$ cat src/rtl/inst_fetch_unit_if.sv
// Fetch-stage bus bundle: instruction-memory req/ack, redirect from execute, decode handshake.
// No logic; the fetch unit connects through the master modport, its environment through slave.
// Ports: IMemReq/IMemAddr/IMemAck/IMemRdata, Redirect/RedirectPC, InstValid/InstReady/InstCode/InstPC.
interface inst_fetch_unit_if;
   logic        IMemReq;
   logic [31:0] IMemAddr;
   logic        IMemAck;
   logic [31:0] IMemRdata;
   logic        Redirect;
   logic [31:0] RedirectPC;
   logic        InstValid;
   logic        InstReady;
   logic [31:0] InstCode;
   logic [31:0] InstPC;

   modport master (
      output IMemReq, IMemAddr, InstValid, InstCode, InstPC,
      input  IMemAck, IMemRdata, Redirect, RedirectPC, InstReady
   );

   modport slave (
      input  IMemReq, IMemAddr, InstValid, InstCode, InstPC,
      output IMemAck, IMemRdata, Redirect, RedirectPC, InstReady
   );
endinterface

$ cat src/rtl/inst_fetch_unit.sv
// Instruction fetch: owns the PC, fetches words over req/ack, and buffers them in a 2-entry queue.
// Latency: a word acked on edge N is presented on InstCode/InstPC from N+1 if the queue was empty.
// Backpressure: a new request is issued only when the queue has room; the head holds while !InstReady.
// Ports: Clk, ResetN (async active-low); bus.master carries the imem, redirect and decode signals.
module inst_fetch_unit #(
   parameter logic [31:0] RESET_PC = 32'h0000_0000,
   parameter logic [31:0] NOP_INST = 32'h0000_0013
) (
   input logic              Clk,
   input logic              ResetN,
   inst_fetch_unit_if.master bus
);

   typedef enum logic [1:0] {IDLE, FETCH, DROP} state_t;

   state_t      state_q, state_d;
   logic        req_q;
   logic [31:0] pc_q, pc_d;
   logic [31:0] addr_q, addr_d;
   logic [31:0] code_q [2];
   logic [31:0] ipc_q  [2];
   logic        rd_ptr_q, wr_ptr_q;
   logic [1:0]  count_q, count_d, count_after;
   logic        ack, push, pop, room;
   logic [31:0] target;
   logic        unused_low_bits;

   // Low target bits are architecturally ignored.
   assign target          = {bus.RedirectPC[31:2], 2'b00};
   assign unused_low_bits = ^bus.RedirectPC[1:0];

   assign ack  = req_q && bus.IMemAck;
   // A redirect kills both the returning word and the decode-side pop.
   assign push = (state_q == FETCH) && ack && !bus.Redirect;
   assign pop  = (count_q != 2'd0) && bus.InstReady && !bus.Redirect;

   assign count_after = count_q + {1'b0, push} - {1'b0, pop};
   assign room        = (count_after < 2'd2);
   assign count_d     = bus.Redirect ? 2'd0 : count_after;

   always_comb begin
      state_d = state_q;
      pc_d    = pc_q;
      case (state_q)
         IDLE: begin
            if (bus.Redirect) begin
               pc_d    = target;
               state_d = FETCH;
            end else if (room) begin
               state_d = FETCH;
            end
         end
         FETCH: begin
            if (bus.Redirect) begin
               pc_d    = target;
               // Without the ack the memory is still busy with the old address.
               state_d = ack ? FETCH : DROP;
            end else if (ack) begin
               pc_d    = addr_q + 32'd4;
               state_d = room ? FETCH : IDLE;
            end
         end
         DROP: begin
            if (bus.Redirect) pc_d = target;
            if (ack)          state_d = FETCH;
         end
         default: state_d = IDLE;
      endcase
      // The address may only move once the outstanding request has completed.
      addr_d = (state_d == DROP) ? addr_q : pc_d;
   end

   always_ff @(posedge Clk or negedge ResetN) begin
      if (!ResetN) begin
         state_q  <= IDLE;
         req_q    <= 1'b0;
         pc_q     <= RESET_PC;
         addr_q   <= RESET_PC;
         count_q  <= 2'd0;
         rd_ptr_q <= 1'b0;
         wr_ptr_q <= 1'b0;
         for (int i = 0; i < 2; i++) begin
            code_q[i] <= NOP_INST;
            ipc_q[i]  <= 32'h0;
         end
      end else begin
         state_q <= state_d;
         req_q   <= (state_d != IDLE);
         pc_q    <= pc_d;
         addr_q  <= addr_d;
         count_q <= count_d;
         if (bus.Redirect) begin
            rd_ptr_q <= 1'b0;
            wr_ptr_q <= 1'b0;
         end else begin
            if (push) begin
               code_q[wr_ptr_q] <= bus.IMemRdata;
               ipc_q[wr_ptr_q]  <= addr_q;
               wr_ptr_q         <= ~wr_ptr_q;
            end
            if (pop) rd_ptr_q <= ~rd_ptr_q;
         end
      end
   end

   assign bus.IMemReq   = req_q;
   assign bus.IMemAddr  = addr_q;
   assign bus.InstValid = (count_q != 2'd0);
   // An empty queue shows a NOP so decode never sees a flushed word.
   assign bus.InstCode  = bus.InstValid ? code_q[rd_ptr_q] : NOP_INST;
   assign bus.InstPC    = bus.InstValid ? ipc_q[rd_ptr_q]  : 32'h0;

endmodule
$ cat src/flat_wrapper.sv
// flat-port wrapper written by rule: the top's interface ports become plain ports
module inst_fetch_unit_flat 
#(
   parameter logic [31:0] RESET_PC = 32'h0000_0000,
   parameter logic [31:0] NOP_INST = 32'h0000_0013
)
  (Clk, ResetN, bus_IMemReq, bus_IMemAddr, bus_InstValid, bus_InstCode, bus_InstPC, bus_IMemAck, bus_IMemRdata, bus_Redirect, bus_RedirectPC, bus_InstReady);
  inst_fetch_unit_if bus_i ();
  input logic Clk;
  input logic ResetN;
  output wire logic [$bits(bus_i.IMemReq)-1:0] bus_IMemReq;
  output wire logic [$bits(bus_i.IMemAddr)-1:0] bus_IMemAddr;
  output wire logic [$bits(bus_i.InstValid)-1:0] bus_InstValid;
  output wire logic [$bits(bus_i.InstCode)-1:0] bus_InstCode;
  output wire logic [$bits(bus_i.InstPC)-1:0] bus_InstPC;
  input wire logic [$bits(bus_i.IMemAck)-1:0] bus_IMemAck;
  input wire logic [$bits(bus_i.IMemRdata)-1:0] bus_IMemRdata;
  input wire logic [$bits(bus_i.Redirect)-1:0] bus_Redirect;
  input wire logic [$bits(bus_i.RedirectPC)-1:0] bus_RedirectPC;
  input wire logic [$bits(bus_i.InstReady)-1:0] bus_InstReady;
  assign bus_IMemReq = bus_i.IMemReq;
  assign bus_IMemAddr = bus_i.IMemAddr;
  assign bus_InstValid = bus_i.InstValid;
  assign bus_InstCode = bus_i.InstCode;
  assign bus_InstPC = bus_i.InstPC;
  assign bus_i.IMemAck = bus_IMemAck;
  assign bus_i.IMemRdata = bus_IMemRdata;
  assign bus_i.Redirect = bus_Redirect;
  assign bus_i.RedirectPC = bus_RedirectPC;
  assign bus_i.InstReady = bus_InstReady;
  inst_fetch_unit #(.RESET_PC(RESET_PC), .NOP_INST(NOP_INST)) u_core (.Clk(Clk), .ResetN(ResetN), .bus(bus_i));
endmodule
$ cat config.mk
export PLATFORM = sky130hd
export DESIGN_NAME = inst_fetch_unit_flat
export DESIGN_NICKNAME = d
export VERILOG_FILES = /design/src/rtl/inst_fetch_unit_if.sv /design/src/rtl/inst_fetch_unit.sv /design/src/flat_wrapper.sv
export SDC_FILE = /design/constraint.sdc
export NUM_CORES = 1
export LEC_CHECK = 0
export CAP_MARGIN = 20
export CORE_MARGIN = 8
export CORE_UTILIZATION = 45
export CTS_CLUSTER_SIZE = 8
export DETAILED_ROUTE_END_ITERATION = 6
export GPL_TIMING_DRIVEN = 0
export PLACE_DENSITY = 0.8
export SYNTH_ARGS = -nofsm -noshare
export SYNTH_HDL_FRONTEND = slang
export SYNTH_SLANG_ARGS = --single-unit
$ cat constraint.sdc
create_clock -name Clk -period 3.6 [get_ports Clk]
set_clock_uncertainty 0.15 [all_clocks]
set_input_delay 0.72 -clock Clk [delete_from_list [all_inputs] [get_ports Clk]]
set_output_delay 0.72 -clock Clk [all_outputs]
set_load 0.005 [all_outputs]
Yosys cells after proc, flatten, opt, wreduce, memory -nomap -nowiden
Cells that the tools add are included.
{ "classes": {"n_bitwise": 5, "eq_ne": 3, "n_reduce_logical": 14, "n_lt_le_gt_ge": 4, "addsub": 3, "muxes": 29} }
{ "op_table": {"columns": ["op", "n"], "rows": [
  ["32-bit two-way mux", 12],
  ["64-bit bitwise mux", 2],
  ["32-bit one-hot mux with 2 select lines", 1],
  ["32-bit by 3-bit adder with 32-bit output, second input constant", 1],
  ["32-bit demux with 1-bit select", 1],
  ["2-bit two-way mux", 7],
  ["2-bit nonzero test", 4],
  ["1-bit logical AND", 6],
  ["2-bit one-hot mux with 3 select lines", 1],
  ["1-bit two-way mux", 5],
  ["2-bit == test, second input constant", 2],
  ["2-bit greater-or-equal comparator, second input constant", 2],
  ["1-bit NOT with 2-bit output", 2],
  ["1-bit NOT", 3],
  ["2-bit by 1-bit adder with 2-bit output", 1],
  ["2-bit by 1-bit == test with 1-bit output, second input constant", 1],
  ["2-bit zero test", 1],
  ["2-bit by 1-bit less-than comparator with 1-bit output, second input constant", 1],
  ["2-bit less-than comparator, second input constant", 1],
  ["2-bit AND reduction", 1],
  ["2-bit OR reduction", 1],
  ["2-bit by 1-bit subtractor with 2-bit output", 1],
  ["1-bit zero test", 1]
]} }
{ "word_totals": {"elab_cells": 69, "input_bits": 69, "regBits": 199, "output_inout_bits": 98} }

Depth between registers and ports, before layout
{ "logic_depth": {"word_depth": 11, "ltp_mapped": 11, "mapped_depth_nobuf": 11} }

Worst setup path before layout
No wires, ideal clock.
{ "synth_path": {"path_type": "input-to-reg", "start": "in bus_Redirect", "end": "reg u_core.req_q (netlist: u_core.bus.IMemReq)", "path_slack_ps": 951, "setup_ps": 131, "t_arrival_ps": 2368, "t_required_ps": 3319, "stages": 10, "path_buffers": 2, "path_cell_list": "and4bb_1 nand2_1 inv_2 buf_2 buf_1 ha_1 xnor2_1 nand2_1 o21a_1 nand2b_1"} }
{ "synth_between": {"elab_chain_len": 10, "word_cells_on_any_way": 13, "cone_classes": "2 x add/sub; 1 x order compare; 6 x mux; 4 x reduce/logical"} }
{ "synth_rtl": {"columns": ["item", "line_no", "text"], "rows": [
  ["start, declared", "flat_wrapper.sv:18", "input wire logic [$bits(bus_i.Redirect)-1:0] bus_Redirect;"],
  ["1-bit zero test", "inst_fetch_unit.sv:34, inst_fetch_unit.sv:35", null],
  ["1-bit logical AND", "inst_fetch_unit.sv:34", "assign push = (state_q == FETCH) && ack && !bus.Redirect;"],
  ["2-bit by 1-bit adder with 2-bit output", "inst_fetch_unit.sv:37", "assign count_after = count_q + {1'b0, push} - {1'b0, pop};"],
  ["2-bit by 1-bit subtractor with 2-bit output", "inst_fetch_unit.sv:37", null],
  ["2-bit less-than comparator", "inst_fetch_unit.sv:38", "assign room = (count_after < 2'd2);"],
  ["1-bit two-way mux", "inst_fetch_unit.sv:60", "state_d = room ? FETCH : IDLE;"],
  ["2-bit two-way mux", "inst_fetch_unit.sv:58", "end else if (ack) begin"],
  ["2-bit two-way mux", "inst_fetch_unit.sv:54", "if (bus.Redirect) begin"],
  ["2-bit one-hot mux with 3 select lines (*)", "inst_fetch_unit.sv:44", "case (state_q)"],
  ["net u_core.state_d[0]", "inst_fetch_unit.sv:16", "state_t state_q, state_d;"],
  ["2-bit nonzero test (*)", "inst_fetch_unit.sv:88", "req_q <= (state_d != IDLE);"],
  ["end signal, assigned", "inst_fetch_unit.sv:88", null],
  ["end, declared", "inst_fetch_unit.sv:17", "logic req_q;"]
]} }
The timed path passes the listed nets; every way through them passes the cells marked *.
A chain may end at the register's enable or synchronous reset.

Worst setup path after layout
{ "layout_path": {"start": "reg u_core.count_q[0]", "end": "out bus_InstPC[15]"} }
{ "layout_between": {"elab_chain_len": 2} }
{ "layout_rtl": {"columns": ["item", "line_no", "text"], "rows": [
  ["start, declared", "inst_fetch_unit.sv:23", "logic [1:0] count_q, count_d, count_after;"],
  ["start signal, assigned", "inst_fetch_unit.sv:91", "count_q <= count_d;"],
  ["2-bit nonzero test", "inst_fetch_unit.sv:108", "assign bus.InstValid = (count_q != 2'd0);"],
  ["32-bit two-way mux", "inst_fetch_unit.sv:111", "assign bus.InstPC = bus.InstValid ? ipc_q[rd_ptr_q] : 32'h0;"],
  ["end, declared", "flat_wrapper.sv:15", "output wire logic [$bits(bus_i.InstPC)-1:0] bus_InstPC;"]
]} }
No other way between the ends.

==> reports/metrics.cfg <==
[run_status]
status=completed

[yosys]
yosysMostFrequentCell=dfrtp_1
ys_async_sr_fraction=1.000
netlist_top_cells_area=dfrtp_1 49%, mux2_1 11%, mux2i_1 6.9%
synth-edff-count=0
synth_cells=869
yosysTopAreaCellShare=0.4940
yosysSeqAreaShare=0.5101
ys_seq_elements=199
yosys_warnings=0
synthTopCellsByCount=193 x dfrtp_1, 96 x mux2_1, 93 x nor2_1
synth_cell_type_count=70
synthesis.area_um2=9777
synthesis.nets=941
syn_area_per_cell_um2=11.25
yosys.area.top_type=dfrtp_1
synthFlopType=dfrtp_1

[worst_setup_path]
r2r_slack_ns=0.84
end_kind=output pin
cp.required_ns=2.73
worstSetupPathType=register to output pin
crit_fanout=10
crit_arrival_ns=2.39
reg2reg_from=u_core.state_q[1]$_DFF_PN0_
start_kind=register
rr_endpoint=u_core.bus.IMemReq$_DFF_PN0_
r2r_cells=9

[detailed_routing]
routed_via_density=5.603
ant_nets=0
wire_per_inst_um=19.62
wl_um=26410
dr.pass1.iters=7
drc_errors=0
vias=7542
drt-initial-drc-count=604

[placed_design]
io_buffers=164
place_ws_ns=-0.3275
dp_hpwl_um=19070
gp_congestion=0.9215

[clocking]
numClockSinks=199
ctsHoldBuffers=0
post_cts_buffers=0
clk_pin_slew_worst_paths_ns=0.08
cts_htree_levels=4
cts_tree=built
insertion_delay_ns=0.44
cts_buffers=17
clockBufferDepth=2
cts_root_buf=clkbuf_16

[floorplan]
rows=54
die_area_um2=26700
floorplan.initialDensity=0.4536
core_area_um2=21550
io_pins=167
die_x_um=163.4
fp.dieH_um=163.4

[timing]
finalSetupViolations=0
whs_ns=0.1162
min_period_over_period=0.9055
fmax_mhz=306.8
slew_violations=0
rsz0062_at_grt=no
slew-limit-headroom=0.4201
period_needed_ns=3.260
hold_viol=0
worstMarginPinSlew_ns=0.8699
tns_ns=0
fin_ws_ns=0.3403

[run]
drv_cap=0

[pwr]
leakage_uw=0.005134
total_power_uw=10130
ir_drop_mv=0.4315
p_comb_frac=0.407
p_sw_uw=3647
switching_share=0.3600
powerDensity_nw_per_um2=816.0
sequentialPowerShare=0.397
internal-power_uw=6484
clock_power_share=0.196

[global_route]
grt_max_degree=117
grtUsageTotal=0.1971
grt-ovfl-total=0
antenna_found_initial=1
grt_pass1_wl_um=41360
grt_pass1_vias=7528

[layout]
area_growth_pct=26.99
nets=1124
fillers=1809
layout-drive-gt1-share=0.1211
multiInputGateArea_um2=4442
register_area_um2=4987

[min_path]
min_path_type=primary input to async pin

[state kept, by name, summed over array words and instances (netlist names)]
name and cells:
u_core.bus.IMemAddr 32, u_core.bus.IMemReq 1, u_core.code_q 64, u_core.count_q 2
u_core.ipc_q 64, u_core.pc_q 32, u_core.rd_ptr_q 1, u_core.state_q 2
u_core.wr_ptr_q 1
[routing by layer]
| layer | track usage | share of wire |
|---|---|---|
| met5 | 0 | 0 |
| met4 | 0.05129 | 0.017 |
| met3 | 0.04108 | 0.072 |
| met2 | 0.3249 | 0.48 |
| met1 | 0.2596 | 0.44 |
[cell usage in the layout, fill, tap and decap left out, types with 4 or more instances in the layout]
cell type        instances
dfrtp_1                193
clkdlybuf4s50_1        163
mux2_1                  96
nor2_1                  92
mux2i_1                 67
nand2_1                 47
mux2_2                  40
buf_2                   33
a21oi_1                 28
o21ai_0                 26
clkbuf_1                26
xnor2_1                 20
o22ai_1                 17
clkbuf_16               17
nand3_1                 15
nor3_1                  13
a31oi_1                 10
inv_1                    9
o21ai_1                  8
o21a_1                   8
nand4_1                  8
a22o_1                   6
or3_1                    6
dfstp_2                  6
a22oi_1                  5
xor2_1                   5
inv_6                    5
and4_1                   4
nand2b_1                 4
inv_8                    4
[critical path, stage by stage (launching register included)]
cell	delay (ns)
dfrtp_1	0.39
nor2_2	0.41
clkbuf_1	0.53
nor2_1	0.11
clkdlybuf4s50_1	0.52
[through the flow]
stage | std cells | utilization | cell area (µm²)
floorplan | 869 | - | 9777
global placement | 1313 | 0.5460 | 11770
detailed placement | 1314 | 0.5475 | 11800
CTS | 1346 | 0.5759 | 12410
global route | 1346 | 0.5760 | 12420
finish | 1346 | 0.5760 | 12420
[power groups by stage]
stage	Sequential (µW)	Clock, µW	Combinational, µW
global route	4160	2100	4510
global placement	3990	0	4020
floorplan	3830	0	2540
CTS	4010	2020	4160
detailed placement	4050	0	4120
finish	4020	1990	4120
[cell type report]
type	instances	share of cell area
Antenna cell	1	0.0002016
Buffer	64	0.02469
Clock buffer	17	0.03426
Clock inverter	15	0.01471
Inverter	12	0.003628
Multi-Input combinational cell	593	0.3578
Sequential cell	199	0.4017
Tap cell	280	0.02822
Timing Repair Buffer	165	0.1348
[kinds of logic after synthesis]
kind of cell / count (synthesis) / share of synthesized area
AOI/OAI and AO/OA: 148 / 0.09982
DFF: 199 / 0.5101
and+or+nand+nor: 213 / 0.1012
buffers and inverters: 77 / 0.03583
muxes: 204 / 0.2268
adders and majority gates: 3 / 0.003840
xor gates and xnor gates: 25 / 0.02240
[timing repair]
item	4_1_cts	5_1_grt
setup endpoints to repair	30	8
gates resized for setup	3	3
pin swaps	0	0
[worst max-delay path by stage]
stage	from	endpoint	cells past startpoint
floorplan	bus_Redirect	u_core.bus.IMemReq$_DFF_PN0_	10
global placement	ResetN	u_core.ipc_q[48]$_DFFE_PN0P_	1
detailed placement	bus_Redirect	u_core.bus.IMemReq$_DFF_PN0_	11
CTS	u_core.rd_ptr_q$_DFFE_PN0P_	bus_InstPC[18]	5
global route	u_core.count_q[0]$_DFF_PN0_	bus_InstPC[0]	4
finish	u_core.count_q[0]$_DFF_PN0_	bus_InstPC[15]	4
No activity file was read; power rests on OpenSTA's default activity.
